--- src/rtl/calc_disp_pkg.sv ---
// Shared types, segment patterns and sizing helper for the calculator result display.
package calc_disp_pkg;

    typedef enum logic [1:0] {
        IDLE   = 2'd0,
        CONV   = 2'd1,
        COMMIT = 2'd2
    } state_e;

    // Segment order is {g,f,e,d,c,b,a}, active-high.
    localparam logic [6:0] SEG_BLANK = 7'b0000000;
    localparam logic [6:0] SEG_E     = 7'b1111001;

    localparam logic [6:0] FONT_0 = 7'b0111111;
    localparam logic [6:0] FONT_1 = 7'b0000110;
    localparam logic [6:0] FONT_2 = 7'b1011011;
    localparam logic [6:0] FONT_3 = 7'b1001111;
    localparam logic [6:0] FONT_4 = 7'b1100110;
    localparam logic [6:0] FONT_5 = 7'b1101101;
    localparam logic [6:0] FONT_6 = 7'b1111101;
    localparam logic [6:0] FONT_7 = 7'b0000111;
    localparam logic [6:0] FONT_8 = 7'b1111111;
    localparam logic [6:0] FONT_9 = 7'b1101111;

    // Decimal digits needed to hold 2^width-1.
    function automatic int digits_for(input int width);
        logic [63:0] v;
        int          d;
        v = (64'd1 << width) - 64'd1;
        d = 1;
        for (int i = 0; i < 20; i++) begin
            if (v >= 64'd10) begin
                v = v / 64'd10;
                d = d + 1;
            end
        end
        return d;
    endfunction

endpackage

--- src/rtl/calc_result_display_seg7_encode.sv ---
// Maps one BCD nibble to a 7-segment pattern, with blanking and error override.
module seg7_encode
    import calc_disp_pkg::*;
(
    input  logic [3:0] nibble,
    input  logic       blank,
    input  logic       err_digit,
    output logic [6:0] seg
);

    // Error wins over blanking, blanking wins over the font.
    always_comb begin
        seg = SEG_BLANK;
        if (err_digit) begin
            seg = SEG_E;
        end else if (blank) begin
            seg = SEG_BLANK;
        end else begin
            case (nibble)
                4'd0:    seg = FONT_0;
                4'd1:    seg = FONT_1;
                4'd2:    seg = FONT_2;
                4'd3:    seg = FONT_3;
                4'd4:    seg = FONT_4;
                4'd5:    seg = FONT_5;
                4'd6:    seg = FONT_6;
                4'd7:    seg = FONT_7;
                4'd8:    seg = FONT_8;
                4'd9:    seg = FONT_9;
                default: seg = SEG_BLANK;
            endcase
        end
    end

endmodule

--- src/rtl/calc_result_display.sv ---
// Captures result/error, converts to BCD by shift-add-3 and scans a
// multiplexed 7-segment display with leading-zero blanking.
module calc_result_display
    import calc_disp_pkg::*;
#(
    parameter int WIDTH    = 32,
    parameter int DIGITS   = 10,
    parameter int SCAN_DIV = 1024
) (
    input  logic                  clk,
    input  logic                  rst_n,
    input  logic                  load,
    input  logic [WIDTH-1:0]      result,
    input  logic                  error,
    output logic                  busy,
    output logic                  done,
    output logic [DIGITS*4-1:0]   bcd,
    output logic [DIGITS-1:0]     digit_sel,
    output logic [6:0]            seg
);

    localparam int NACC  = digits_for(WIDTH);
    localparam int CNT_W = $clog2(WIDTH + 1);
    localparam int PRE_W = (SCAN_DIV > 1) ? $clog2(SCAN_DIV) : 1;
    localparam int IDX_W = (DIGITS > 1) ? $clog2(DIGITS) : 1;

    state_e                    state_q, state_d;
    logic [WIDTH-1:0]          shreg_q, shreg_d;
    logic [NACC*4-1:0]         acc_q, acc_d, acc_adj_s;
    logic [(NACC+DIGITS)*4-1:0] acc_ext_s;
    logic [CNT_W-1:0]          cnt_q, cnt_d;
    logic                      err_cap_q, err_cap_d;
    logic                      busy_q, busy_d;
    logic                      done_q, done_d;
    logic [DIGITS*4-1:0]       bcd_q, bcd_d;
    logic                      err_q, err_d;
    logic [PRE_W-1:0]          pre_q, pre_d;
    logic [IDX_W-1:0]          idx_q, idx_d;
    logic [DIGITS-1:0]         digit_sel_q, digit_sel_d;
    logic [6:0]                seg_q, seg_d;
    logic [DIGITS*4-1:0]       shifted_s;
    logic                      blank_s;
    logic                      err_digit_s;

    // Add-3 correction applied to every accumulator nibble before each shift.
    always_comb begin
        acc_adj_s = acc_q;
        for (int i = 0; i < NACC; i++) begin
            if (acc_q[i*4 +: 4] >= 4'd5) begin
                acc_adj_s[i*4 +: 4] = acc_q[i*4 +: 4] + 4'd3;
            end else begin
                acc_adj_s[i*4 +: 4] = acc_q[i*4 +: 4];
            end
        end
    end

    // Zero-extend so a narrow accumulator can be committed into the full display width.
    assign acc_ext_s = {{(DIGITS*4){1'b0}}, acc_q};

    // Conversion FSM: next state, datapath and committed display value.
    always_comb begin
        state_d   = state_q;
        shreg_d   = shreg_q;
        acc_d     = acc_q;
        cnt_d     = cnt_q;
        err_cap_d = err_cap_q;
        bcd_d     = bcd_q;
        err_d     = err_q;
        done_d    = 1'b0;
        case (state_q)
            IDLE: begin
                if (load) begin
                    shreg_d   = result;
                    err_cap_d = error;
                    acc_d     = '0;
                    cnt_d     = CNT_W'(WIDTH);
                    state_d   = CONV;
                end else begin
                    state_d   = IDLE;
                end
            end
            CONV: begin
                acc_d   = {acc_adj_s[NACC*4-2:0], shreg_q[WIDTH-1]};
                shreg_d = shreg_q << 1;
                cnt_d   = cnt_q - CNT_W'(1);
                if (cnt_q == CNT_W'(1)) begin
                    state_d = COMMIT;
                end else begin
                    state_d = CONV;
                end
            end
            COMMIT: begin
                bcd_d   = acc_ext_s[DIGITS*4-1:0];
                err_d   = err_cap_q;
                done_d  = 1'b1;
                state_d = IDLE;
            end
            default: begin
                state_d = IDLE;
            end
        endcase
        busy_d = (state_d != IDLE);
    end

    // Free-running scan prescaler and digit index; seg is encoded for the next index
    // from the next committed value so digit_sel and seg always change together.
    always_comb begin
        pre_d = pre_q;
        idx_d = idx_q;
        if (pre_q == PRE_W'(SCAN_DIV - 1)) begin
            pre_d = '0;
            if (idx_q == IDX_W'(DIGITS - 1)) begin
                idx_d = '0;
            end else begin
                idx_d = idx_q + IDX_W'(1);
            end
        end else begin
            pre_d = pre_q + PRE_W'(1);
        end
        digit_sel_d        = '0;
        digit_sel_d[idx_d] = 1'b1;
        shifted_s          = bcd_d >> {idx_d, 2'b00};
        blank_s            = (idx_d != '0) && (err_d || (shifted_s == '0));
        err_digit_s        = err_d && (idx_d == '0);
    end

    seg7_encode u_seg7_encode (
        .nibble    (shifted_s[3:0]),
        .blank     (blank_s),
        .err_digit (err_digit_s),
        .seg       (seg_d)
    );

    // State and output registers.
    always_ff @(posedge clk or negedge rst_n) begin
        if (!rst_n) begin
            state_q     <= IDLE;
            shreg_q     <= '0;
            acc_q       <= '0;
            cnt_q       <= '0;
            err_cap_q   <= 1'b0;
            busy_q      <= 1'b0;
            done_q      <= 1'b0;
            bcd_q       <= '0;
            err_q       <= 1'b0;
            pre_q       <= '0;
            idx_q       <= '0;
            digit_sel_q <= DIGITS'(1);
            seg_q       <= FONT_0;
        end else begin
            state_q     <= state_d;
            shreg_q     <= shreg_d;
            acc_q       <= acc_d;
            cnt_q       <= cnt_d;
            err_cap_q   <= err_cap_d;
            busy_q      <= busy_d;
            done_q      <= done_d;
            bcd_q       <= bcd_d;
            err_q       <= err_d;
            pre_q       <= pre_d;
            idx_q       <= idx_d;
            digit_sel_q <= digit_sel_d;
            seg_q       <= seg_d;
        end
    end

    assign busy      = busy_q;
    assign done      = done_q;
    assign bcd       = bcd_q;
    assign digit_sel = digit_sel_q;
    assign seg       = seg_q;

endmodule

--- config.mk ---
export PLATFORM = sky130hd
export DESIGN_NAME = calc_result_display
export DESIGN_NICKNAME = d
export VERILOG_FILES = /design/src/rtl/calc_disp_pkg.sv /design/src/rtl/calc_result_display_seg7_encode.sv /design/src/rtl/calc_result_display.sv
export SDC_FILE = /design/constraint.sdc
export NUM_CORES = 1
export LEC_CHECK = 0
export ABC_AREA = 1
export ABC_CLOCK_PERIOD_IN_PS = 3600
export CELL_PAD_IN_SITES_DETAIL_PLACEMENT = 1
export CELL_PAD_IN_SITES_GLOBAL_PLACEMENT = 1
export CORE_MARGIN = 2
export CORE_UTILIZATION = 30
export DETAILED_ROUTE_END_ITERATION = 8
export HOLD_SLACK_MARGIN = 0.05
export PLACE_DENSITY_LB_ADDON = 0.1
export SLEW_MARGIN = 20
export SYNTH_ARGS = -nofsm -noshare
export SYNTH_HDL_FRONTEND = slang
export SYNTH_SLANG_ARGS = --single-unit
--- constraint.sdc ---
create_clock -name clk -period 3.6 [get_ports clk]
set_clock_uncertainty 0.2 [all_clocks]
set_input_delay 0.72 -clock clk [delete_from_list [all_inputs] [get_ports clk]]
set_output_delay 0.72 -clock clk [all_outputs]
set_load 0.005 [all_outputs]
======== Yosys cells after proc, flatten, opt, wreduce, memory -nomap -nowiden ========
Memories as Yosys holds them, arrays and structs flattened.
Index checks and enable logic that the tools add are counted.
word-level totals
  bits in registers ....................... 155
  ROM bits ................................ 112
  memories ................................ 1
memory list
  name             depth  bits a word  rd ports  clocked after memory_dff  write ports  RTL line                               text
  (no name shown)  16     7            1         0                         0            calc_result_display_seg7_encode.sv:19  case (nibble)
cells by class
  $add $sub $neg .......................... 13
  order comparisons ....................... 12
  eq/ne operators ......................... 6
  shift-type cells ........................ 1
  multiplexer cells ....................... 29
  reductions and logical operators ........ 12
operators by type and width
  cell                                                                                  number
  40-bit 2-to-1 mux                                                                     2
  40-bit case mux with 2 select lines                                                   1
  32-bit case mux with 2 select lines                                                   1
  4-bit 2-to-1 mux                                                                      11
  4-bit by 3-bit greater-or-equal comparator with 1-bit output (second input constant)  10
  40-bit logical NOT                                                                    1
  40-bit by 6-bit >> shifter with 40-bit output                                         1
  4-bit by 2-bit adder with 4-bit output (second input constant)                        9
  32-bit 2-to-1 mux                                                                     1
  7-bit 2-to-1 mux                                                                      2
  6-bit case mux with 2 select lines                                                    1
  10-bit by 1-bit adder with 10-bit output (second input constant)                      1
  10-bit == test (second input constant)                                                1
  10-bit 2-to-1 mux                                                                     1
  6-bit by 1-bit == test with 1-bit output (second input constant)                      1
  6-bit 2-to-1 mux                                                                      1
  6-bit by 1-bit subtractor with 6-bit output (second input constant)                   1
  4-bit by 5-bit < comparator with 1-bit output (second input constant)                 1
  4-bit by 1-bit adder with 4-bit output (second input constant)                        1
  1-bit demux with 4-bit select                                                         1
  4-bit == test (second input constant)                                                 1
  4-bit by 1-bit greater-or-equal comparator with 1-bit output (second input constant)  1
  4-bit logical NOT                                                                     1
  1-bit 2-to-1 mux                                                                      4
  13 further kinds                                                                      17

======== Logic depth before layout (Yosys ltp) ========
Gate-level depths: netlist of the first run.
  depth after elaboration ................. 9
  mapped depth ............................ 20
  mapped depth without buffers ............ 19

======== By module ========
Synthesis of the first run repeated with hierarchy kept, for this count alone.
unflattened totals
  cell total of the unflattened synthesis .. 1034
  area total of the unflattened synthesis .. 8186.6 µm²
modules (own cells, without submodules)
  module               times used  cells each  area each (µm²)  sequential area each (µm²)
  calc_result_display  1           989         7961.4           3887.5
  seg7_encode          1           45          225.2            0.0

======== Worst setup path after synthesis of the first run ========
Ideal clock, no wire load.
  path type ............................... register to register
  from .................................... register pre_q[0]
  to ...................................... register seg_q[0] (netlist: seg[0])
  library setup time ...................... 67 ps
  arrival ................................. 2511 ps
  required time ........................... 3333 ps
  setup slack ............................. 822 ps
  cell stages (with the launch flop) ...... 19
  cells stage by stage .................... dfrtp_1 ha_1 nand2_2 nor2_8 nand3_4 nand2_2 inv_2 nor2_4 buf_2 nand2_1 or2_2 nand3_1 inv_1 ha_1 nand4_1 a21oi_1 nand3_1 nand2_2 nor2_1
on the way
  cells in the longest elaborated chain, start to end .. 8
  elaborated cells on any way between the ends .. 12
  classes of those cells .................. eq/ne: 1; shift: 1; mux: 3; reduce/logical: 6; memory: 1
RTL lines
  item                                                                       RTL line                               text
  start, declared                                                            calc_result_display.sv:37              logic [PRE_W-1:0] pre_q, pre_d;
  start signal, assigned                                                     calc_result_display.sv:160             pre_q <= pre_d;
  10-bit == test *                                                           calc_result_display.sv:110             if (pre_q == PRE_W'(SCAN_DIV - 1)) begin
  4-bit 2-to-1 mux *                                                         calc_result_display.sv:110
  parallel branches: the longest is 5 deep, another holds memory 16 x 7 bit  n/a
  7-bit 2-to-1 mux *                                                         calc_result_display_seg7_encode.sv:14  if (err_digit) begin
  net seg_d[0]                                                               calc_result_display.sv:40              logic [6:0] seg_q, seg_d;
  end signal, assigned                                                       calc_result_display.sv:163             seg_q <= seg_d;
  end, declared                                                              calc_result_display.sv:40
Mark *: on every way through the listed nets, which the timed path passes.
A chain may end at the register's enable or synchronous reset.

======== Worst setup path in the final report of the first run ========
  from .................................... register pre_q[0]
  to ...................................... register seg_q[6] (netlist: seg[6])
Same word-level chain as after synthesis.

==> results of run 1 <==
[how the worst min path moves through the flow]
stage                                   end  cells after the start  slack, ns                     from
floorplan              acc_q[0]$_DFFE_PN0P_                      0       0.22                    rst_n
global placement    shreg_q[30]$_DFFE_PN0P_                      2       0.27  shreg_q[30]$_DFFE_PN0P_
detailed placement   shreg_q[6]$_DFFE_PN0P_                      2       0.28   shreg_q[6]$_DFFE_PN0P_
CTS                  shreg_q[7]$_DFFE_PN0P_                      2       0.30   shreg_q[7]$_DFFE_PN0P_
global route        shreg_q[22]$_DFFE_PN0P_                      2       0.32  shreg_q[22]$_DFFE_PN0P_
finish               shreg_q[7]$_DFFE_PN0P_                      2       0.29   shreg_q[7]$_DFFE_PN0P_
[where the power goes]
part / internal (W) / switching (W) / leakage [nW]
logic: 0.00132 / 0.00193 / 3.09
registers: 0.00236 / 0.000420 / 1.92
clock network: 0.00102 / 0.000829 / 0.288
[state kept, by name (all words and copies together), names as in the netlist, 2 cells and up]
register / count
pre_q: 10
shreg_q: 32
acc_q: 40
digit_sel: 10
idx_q: 4
bcd: 40
state_q: 2
cnt_q: 6
seg: 7
[metrics by stage]
stage / hold WS (ns) / std cells / utilization
2_1_floorplan: 0.224 / 1055 / -
3_3_place_gp: 0.270 / 1519 / 0.357
3_5_place_dp: 0.283 / 1519 / 0.357
4_1_cts: 0.302 / 1552 / 0.379
5_1_grt: 0.318 / 1553 / 0.380
6_report: 0.289 / 1553 / 0.380
[layout by cell type (no fill, tap or decap), drive strengths merged, types with 2 or more instances in the layout]
cell type | Yosys | routed
nand2 | 296 | 297
inv | 145 | 155
dfrtp | 148 | 148
o21ai | 102 | 102
nand3 | 96 | 96
clkdlybuf4s50 | 0 | 93
nor2 | 82 | 82
buf | 15 | 30
ha | 29 | 29
a22oi | 19 | 19
clkbuf | 22 | 19
a21oi | 17 | 17
o22ai | 16 | 16
xor2 | 14 | 14
o32ai | 9 | 9
or2 | 8 | 8
o211ai | 7 | 7
dfstp | 7 | 7
nor3 | 5 | 5
nand4 | 5 | 5
and3 | 3 | 3
clkinv | 2 | 2
clkinvlp | 0 | 2
[routing by layer]
layer / track usage / routed length, µm / vias to the layer above
li1: - / - / 3607
met1: 0.235 / 11800 / 3434
met2: 0.295 / 11900 / 90
met3: 0.0349 / 564 / 20
met4: 0.0450 / 313 / 0
met5: 0 / 0 / -
[critical path, stage by stage (launching register included)]
cell and delay, ns:
dfrtp_1 0.37, ha_1 0.20, nand2_2 0.10, nor2_8 0.17, nand3_4 0.20, nand2_2 0.12
inv_2 0.05, nor2_4 0.28, nand3_1 0.17, nand3_1 0.14, nand3_1 0.14, inv_1 0.15
ha_1 0.16, nand4_1 0.15, a21oi_1 0.15, nand3_1 0.11, nand2_2 0.11, nor2_1 0.05
[logic make-up after synthesis]
logic type	after synthesis	share of synthesized area
simple gates	498	0.266
buf+inv	184	0.0889
fa+ha+maj	29	0.0434
xor+xnor	15	0.0157
flops	155	0.465
compound gates	174	0.121
[layout make-up]
type	instances	area, µm²	area share
Clock inverter	13	140	0.0133
Tap cell	378	473	0.0450
Inverter	147	552	0.0525
Clock buffer	19	453	0.0431
Multi-Input combinational cell	717	3780	0.360
Timing Repair Buffer	124	1220	0.116
Sequential cell	155	3890	0.370
[what timing repair did]
action / 4_1_cts / 5_1_grt
gates resized for setup: 0 / 3
setup buffers: 0 / 0
hold buffers: 1 / 0
hold endpoints to repair: 37 / 0
setup endpoints to repair: 0 / 7
==> reports/qor.yml, run 1 <==
yosys:
  yosys.area.top_type: "dfrtp_1"
  ys_warn_count: 0
  synth.distinct_cells: 43
  syn_area_um2: 8360
  ys_seq_elements: 155
  syn_inst: 1055
  async_flop_share: 1.00
  synth_fp_nets: 1120
  synth_edf_count: 0
  synth_seq_area_share: 0.465
  synth_area_per_cell_um2: 7.92
  synthTopCellsByCount: "nand2_1, dfrtp_1, inv_1"
  synthFlopType: "dfrtp_1"
  yosysTopAreaCellShare: 0.443
  synth_area_leaders: "dfrtp_1, nand2_1, inv_1"
  yosys.cell_count.top_type: "nand2_1"
floorplan:
  ios: 95
  die_w_um: 171
  rows: 61
  start_util: 0.302
  core_um2: 27600
  die_area_um2: 29200
  die_h_um: 171
drt:
  wl_um: 24600
  vias: 7151
  wl_per_cell_um: 15.9
  routed_via_density: 4.60
  drt-initial-drc-count: 260
  ant_nets: 0
  firstDrtPassIters: 4
  remaining_drc_errors: 0
global_routing:
  grt_util_all_layers: 0.177
  grt_pass1_wl_um: 40000
  grt_pass1_vias: 7508
  grt_max_degree: 57
  grt-ovfl-total: 0
  antenna_found_initial: 0
cells_and_area:
  n_antenna_cell: 0
  n_fill_cell: 3374
  nets: 1227
  stdcell_area_um2: 10500
  drive_above_1_share: 0.103
  area_growth_pct: 25.7
cts:
  clock_path_buffers: 2
  cts_tree: "yes"
  cts_max_level: 4
  cts_sinks: 155
  path_clk_slew_ns: 0.08
  clock_latency_ns: 0.44
  cts_root_buf: "clkbuf_16"
  numCtsBuffers: 17
critical_path:
  r2r-start: "pre_q[0]$_DFF_PN0_"
  critPathArrivalTime_ns: 3.25
  crit_fanout: 14
  ff2ff_path_depth: 17
  start_kind: "flip-flop"
  crit_end: "seg[6]$_DFF_PN0_"
  cp-startpoint: "pre_q[0]$_DFF_PN0_"
  crit_required_ns: 3.73
  regToRegEndpoint: "seg[6]$_DFF_PN0_"
  r2r_setup_slack_ns: 0.48
  crit_path_end_kind: "flip-flop"
  setup.worst_path.class: "flip-flop to flip-flop"
power_and_ir_drop:
  powerDensity_nw_per_um2: 751
  ir_worst_vdd_mv: 0.292
  leakage_nw: 5.29
  power.total_w: 0.00788
sta:
  rsz0062_at_grt: "no"
  setup_viol: 0
  max_freq_mhz: 320
  fin_ws_ns: 0.479
  tightest_slew_ns: 0.666
  finalHoldViolCount: 0
  fin_tns_setup_ns: 0
  relSlewSlack: 0.551
  fin_crit_ns: 3.12
  period_share: 0.867
  drv_slew: 0
place:
  dpl-instance-area_um2: 9860
  place_congestion: 0.791
  place_ws_ns: 0.258
  place.port_buffers: 94
  dpl.hpwl_um: 18200
worst_hold_path:
  worstHoldPathType: "flip-flop to flip-flop"
job:
  max_cap_violations: 0
status:
  status: "complete, no violations"
Note: power is estimated with default switching activity, not from simulation.
==> run 2, diff against run 1 <==
--- a/config.mk
+++ b/config.mk
@@ -6,7 +6,7 @@
 export NUM_CORES = 1
 export LEC_CHECK = 0
 export ABC_AREA = 1
-export ABC_CLOCK_PERIOD_IN_PS = 3600
+export ABC_CLOCK_PERIOD_IN_PS = 2700
 export CELL_PAD_IN_SITES_DETAIL_PLACEMENT = 1
 export CELL_PAD_IN_SITES_GLOBAL_PLACEMENT = 1
 export CORE_MARGIN = 2
@@ -14,7 +14,6 @@
 export DETAILED_ROUTE_END_ITERATION = 8
 export HOLD_SLACK_MARGIN = 0.05
 export PLACE_DENSITY_LB_ADDON = 0.1
-export SLEW_MARGIN = 20
 export SYNTH_ARGS = -nofsm -noshare
 export SYNTH_HDL_FRONTEND = slang
 export SYNTH_SLANG_ARGS = --single-unit
==> constraint.sdc (replaced) <==
create_clock -name clk -period 2.7 [get_ports clk]
set_clock_uncertainty 0.2 [all_clocks]
set_input_delay 0.54 -clock clk [delete_from_list [all_inputs] [get_ports clk]]
set_output_delay 0.54 -clock clk [all_outputs]
set_load 0.005 [all_outputs]
==> run 2 against run 1 <==
  * The flow now finishes with violations (setup timing)
  * Non-clock buffer count rose by 79
  * Routed wire length increased by 4.5%
  * First-iteration DRC count shrank 5.8%
  * Register-to-register slack lost 0.56 ns
  * Sequential power up 33%
==> reports/qor.yml, run 2 (synthesis results as in run 1) <==
critical_path:
  cp-startpoint: "pre_q[0]$_DFF_PN0_"  # unchanged
  crit_path_end_kind: "flip-flop"  # unchanged
  r2r-start: "pre_q[0]$_DFF_PN0_"  # unchanged
  crit_fanout: 7  # was 14
  crit_required_ns: 2.82  # was 3.73 ns
  start_kind: "flip-flop"  # unchanged
  critPathArrivalTime_ns: 2.90  # was 3.25 ns
  setup.worst_path.class: "flip-flop to flip-flop"  # unchanged
sta:
  fin_tns_setup_ns: -0.248  # was 0 ns
  relSlewSlack: 0.638  # was 0.551
  max_freq_mhz: 360  # was 320 MHz
  fin_crit_ns: 2.78  # was 3.12 ns
  setup_viol: 7  # was 0
  drv_slew: 0  # unchanged
  tightest_slew_ns: 0.537  # was 0.666 ns
  rsz0062_at_grt: "yes"  # was no
  period_share: 1.03  # was 0.867
  fin_ws_ns: -0.0767  # was 0.479 ns
  finalHoldViolCount: 0  # unchanged
floorplan:
  start_util: 0.302  # unchanged
  rows: 61  # unchanged
  die_w_um: 171  # unchanged
  ios: 95  # unchanged
  die_area_um2: 29200  # unchanged
  die_h_um: 171  # unchanged
  core_um2: 27600  # unchanged
worst_hold_path:
  worstHoldPathType: "flip-flop to flip-flop"  # unchanged
  worstHoldStart: "shreg_q[23]$_DFFE_PN0P_"  # was shreg_q[7]$_DFFE_PN0P_
cells_and_area:
  n_fill_cell: 3347  # was 3374
  area_growth_pct: 35.3  # was 25.7%
  final_util: 0.409  # was 0.380
  drive_above_1_share: 0.179  # was 0.103
  final_cell_mix: "nand2_1, dfrtp_1, inv_1"  # unchanged
  multi_input_area_um2: 3930  # was 3780 µm²
  seq_area_um2: 3890  # unchanged
  layout_commonest_cell: "nand2_1"  # unchanged
  n_antenna_cell: 0  # unchanged
  nets: 1306  # was 1227
status:
  status: "finished, violations left"  # was complete, no violations
  failed_checks: "setup timing"
global_routing:
  grt-ovfl-total: 0  # unchanged
  grt_util_all_layers: 0.184  # was 0.177
  grt_pass1_vias: 7812  # was 7508
  antenna_found_initial: 0  # unchanged
  grt_pass1_wl_um: 41900  # was 40000 µm
  grt_max_degree: 42  # was 57
drt:
  remaining_drc_errors: 0  # unchanged
  drt-initial-drc-count: 245  # was 260
  vias: 7517  # was 7151
  routed_via_density: 4.61  # was 4.60
  wl_um: 25700  # was 24600 µm
  wl_per_cell_um: 15.8  # was 15.9 µm
  ant_nets: 0  # unchanged
  firstDrtPassIters: 4  # unchanged
place:
  place_congestion: 0.810  # was 0.791
  dpl.hpwl_um: 19100  # was 18200 µm
  place.port_buffers: 94  # unchanged
  place_ws_ns: -0.133  # was 0.258 ns
cts:
  numCtsBuffers: 17  # unchanged
  cts_max_level: 4  # unchanged
  clock_latency_ns: 0.44  # about the same
  clock_path_buffers: 2  # unchanged
  cts_tree: "yes"  # unchanged
  cts_sinks: 155  # unchanged
  path_clk_slew_ns: 0.07  # was 0.08 ns
  cts_root_buf: "clkbuf_16"  # unchanged
job:
  max_cap_violations: 0  # unchanged
power_and_ir_drop:
  powerDensity_nw_per_um2: 960  # was 751 nW/µm²
  ir_worst_vdd_mv: 0.422  # was 0.292 mV
  leakage_nw: 5.75  # was 5.29 nW
  power.total_w: 0.0109  # was 0.00788 W
run 2: timing repair:
| item | in CTS | in global routing |
|---|---|---|
| resized for setup | 20 | 23 |
| hold endpoints to repair | 34 | 0 |
| pin swaps | 7 | 3 |
| setup buffers | 10 | 1 |
| setup endpoints to repair | 7 | 7 |
| cloned | 1 | 0 |
| hold buffers | 1 | 0 |
run 2: path summary, 6_finish.rpt:
kind | slack (ns) | to | depth (start not counted)
max in group asynchronous | 1.28 | acc_q[22]$_DFFE_PN0P_ | 3
setup reg to reg | -0.08 | seg[6]$_DFF_PN0_ | 18
setup / recovery | -0.08 | seg[6]$_DFF_PN0_ | 18
hold / removal | 0.29 | shreg_q[23]$_DFFE_PN0P_ | 2
hold reg to reg | 0.29 | shreg_q[23]$_DFFE_PN0P_ | 2
min in group asynchronous | 0.42 | acc_q[20]$_DFFE_PN0P_ | 2
run 2: per-layer routing:
metal	share of wire	vias up	GRT usage
li1	-	3770	-
met1	0.47	3640	0.243
met2	0.50	91	0.316
met3	0.024	16	0.0287
met4	0.010	0	0.0483
met5	0	-	0
run 2: through the flow:
step | cells | hold WS, ns | cell area [µm²]
final | 1632 | 0.289 | 11300
after global routing | 1632 | 0.319 | 11300
after CTS | 1631 | 0.293 | 11200
after detailed placement | 1587 | 0.274 | 10400
after global placement | 1587 | 0.270 | 10400
after floorplan | 1055 | 0.0444 | 8400
run 2: layout make-up:
| type | count | share of cell area |
|---|---|---|
| Multi-Input combinational cell | 717 | 0.347 |
| Sequential cell | 155 | 0.344 |
| Timing Repair Buffer | 203 | 0.165 |
| Inverter | 147 | 0.0488 |
| Tap cell | 378 | 0.0418 |
| Clock buffer | 17 | 0.0376 |
| Clock inverter | 15 | 0.0162 |
run 2: power by group:
part	total (W)	switching, W	internal [W]
sequential	0.00371	0.000556	0.00315
clock	0.00254	0.00113	0.00140
combinational	0.00461	0.00268	0.00193
run 2: critical path: stages, from the launching register on:
cell,delay [ns]
dfrtp_1,0.39
ha_4,0.16
nand2_4,0.06
nor2_8,0.14
nand3_4,0.19
nand2_4,0.11
inv_2,0.04
nor2_4,0.21
nand2_2,0.11
buf_4,0.17
nor2_2,0.12
nand2_1,0.07
nand2_2,0.09
nor2_4,0.05
buf_12,0.12
inv_2,0.07
nand2_1,0.11
a21oi_1,0.17
nor2_1,0.07
==> run 3, diff against run 2 <==
--- a/config.mk
+++ b/config.mk
@@ -6,7 +6,7 @@
 export NUM_CORES = 1
 export LEC_CHECK = 0
 export ABC_AREA = 1
-export ABC_CLOCK_PERIOD_IN_PS = 2700
+export ABC_CLOCK_PERIOD_IN_PS = 3300
 export CELL_PAD_IN_SITES_DETAIL_PLACEMENT = 1
 export CELL_PAD_IN_SITES_GLOBAL_PLACEMENT = 1
 export CORE_MARGIN = 2
==> constraint.sdc (replaced) <==
create_clock -name clk -period 3.3 [get_ports clk]
set_clock_uncertainty 0.2 [all_clocks]
set_input_delay 0.66 -clock clk [delete_from_list [all_inputs] [get_ports clk]]
set_output_delay 0.66 -clock clk [all_outputs]
set_load 0.005 [all_outputs]
==> run 3 against run 2 <==
  * The run now ends clean
  * Routed wire length fell by 0.45%
  * Worst setup slack improved by 0.30 ns
  * Design area fell by 5.7%
  * Non-clock buffer count fell by 63
  * Clock-buffer cell count rose by 4
  * Final cell count fell by 3.8%
  * Global-route usage fell by 0.28 points
  * Critical path type unchanged
  * Critical endpoint unchanged
  * Largest cell class is now registers
==> reports/qor.yml, run 3 (synthesis results as in run 1) <==
drt:
  wl_per_cell_um: 16.3  # was 15.8 µm
  m1WireLength_um: 12400  # was 12000 µm
  routed_via_density: 4.67  # was 4.61
  drt-initial-drc-count: 322  # was 245
  topRoutingLayerUsed: "met4"  # unchanged
  vias: 7329  # was 7517
  dr_wl_met2_um: 12300  # was 12800 µm
  ant_nets: 0  # unchanged
  remaining_drc_errors: 0  # unchanged
  firstDrtPassIters: 4  # unchanged
  route.met3.wl_um: 531  # was 625 µm
  wl_um: 25600  # was 25700 µm
sta:
  finalHoldViolCount: 0  # unchanged
  period_share: 0.932  # was 1.03
  fin_ws_ns: 0.223  # was -0.0767 ns
  setup_viol: 0  # was 7
  fin_tns_setup_ns: 0  # was -0.248 ns
  drv_slew: 0  # unchanged
  tightest_slew_ns: 0.691  # was 0.537 ns
  relSlewSlack: 0.535  # was 0.638
  max_freq_mhz: 325  # was 360 MHz
  fin_crit_ns: 3.08  # was 2.78 ns
critical_path:
  setup.worst_path.class: "flip-flop to flip-flop"  # unchanged
  r2r_setup_slack_ns: 0.22  # was -0.08 ns
  start_kind: "flip-flop"  # unchanged
  crit_path_end_kind: "flip-flop"  # unchanged
  crit_required_ns: 3.41  # was 2.82 ns
  critPathArrivalTime_ns: 3.19  # was 2.90 ns
  crit_fanout: 8  # was 7
floorplan:
  die_w_um: 171  # unchanged
  die_h_um: 171  # unchanged
  rows: 61  # unchanged
  die_area_um2: 29200  # unchanged
  start_util: 0.302  # unchanged
  core_um2: 27600  # unchanged
  ios: 95  # unchanged
cells_and_area:
  final_util: 0.386  # was 0.409
  nets: 1244  # was 1306
  n_antenna_cell: 0  # unchanged
  area_growth_pct: 27.7  # was 35.3%
  drive_above_1_share: 0.117  # was 0.179
  final_cell_mix: "nand2_1, dfrtp_1, inv_1"  # unchanged
  n_fill_cell: 3359  # was 3347
  instances_no_fill: 1570  # was 1632
  layout_commonest_cell: "nand2_1"  # unchanged
place:
  place.port_buffers: 94  # unchanged
  place_ws_ns: 0.0635  # was -0.133 ns
  place_congestion: 0.793  # was 0.810
  dp.cells: 1526  # was 1587
  dpl.hpwl_um: 18700  # was 19100 µm
cts:
  numCtsBuffers: 17  # unchanged
  cts_root_buf: "clkbuf_16"  # unchanged
  clock_latency_ns: 0.43  # was 0.44 ns
  cts_tree: "yes"  # unchanged
  cts_sinks: 155  # unchanged
  clock_path_buffers: 2  # unchanged
  cts_max_level: 4  # unchanged
  path_clk_slew_ns: 0.07  # about the same
power_and_ir_drop:
  powerDensity_nw_per_um2: 812  # was 960 nW/µm²
  leakage_nw: 5.36  # was 5.75 nW
  ir_worst_vdd_mv: 0.316  # was 0.422 mV
  power.total_w: 0.00867  # was 0.0109 W
global_routing:
  grt_pass1_wl_um: 41200  # was 41900 µm
  grt_max_degree: 61  # was 42
  grt-ovfl-total: 0  # unchanged
  antenna_found_initial: 0  # unchanged
  grt_util_all_layers: 0.182  # was 0.184
  grt_pass1_vias: 7731  # was 7812
status:
  status: "complete, no violations"  # was finished, violations left
job:
  max_cap_violations: 0  # unchanged
worst_hold_path:
  worstHoldPathType: "flip-flop to flip-flop"  # unchanged
## run 3: through the flow
step	hold WS [ns]	instance area, µm²
final	0.286	10700
after CTS	0.291	10500
after floorplan	0.164	8360
after global routing	0.315	10700
after detailed placement	0.274	9900
after global placement	0.269	9900
## run 3: area by class of cell
class	instances	area [µm²]	share of cell area
clock buffer	21	460	0.0432
sequential	155	3890	0.364
inverter	147	552	0.0517
multi-input combinational	718	3830	0.359
timing repair buffer	140	1330	0.124
clock inverter	11	134	0.0125
tap	378	473	0.0443
## run 3: worst paths after layout
path,startpoint,to,cells past startpoint
min in group asynchronous,rst_n,pre_q[4]$_DFF_PN0_,2
worst min register to register,shreg_q[23]$_DFFE_PN0P_,shreg_q[23]$_DFFE_PN0P_,2
max in group asynchronous,rst_n,acc_q[15]$_DFFE_PN0P_,3
worst max-delay path,pre_q[0]$_DFF_PN0_,seg[6]$_DFF_PN0_,19
worst max register to register,pre_q[0]$_DFF_PN0_,seg[6]$_DFF_PN0_,19
worst min-delay path,shreg_q[23]$_DFFE_PN0P_,shreg_q[23]$_DFFE_PN0P_,2
## run 3: timing repair
action | in CTS | in global routing
setup buffers | 0 | 9
endpoints found under the setup margin | 0 | 7
endpoints found under the hold margin | 37 | 0
hold buffers | 1 | 0
gates resized for setup | 0 | 14
## run 3: where the power goes
group	internal [W]	total [W]	switching, W
Clock	0.00117	0.00203	0.000864
Combinational	0.00144	0.00360	0.00215
Sequential	0.00258	0.00304	0.000462
## run 3: per-layer routing
layer  vias up  GRT usage
met5         -          0
met4         0     0.0527
met3        24     0.0264
met2        92      0.307
met1      3552      0.242
li1       3661          -
## run 3: critical path: stages, from the launching register on
cell	delay, ns
dfrtp_1	0.38
ha_2	0.21
nand2_2	0.09
nor2_8	0.19
nand3_4	0.20
nor2_4	0.16
nor2_4	0.04
buf_4	0.16
buf_4	0.17
nand2_1	0.06
nand2_1	0.04
nand2_1	0.10
nand3_4	0.11
inv_2	0.11
ha_1	0.15
nand4_1	0.15
a21oi_1	0.15
nand3_1	0.11
nand2_2	0.12
nor2_1	0.05
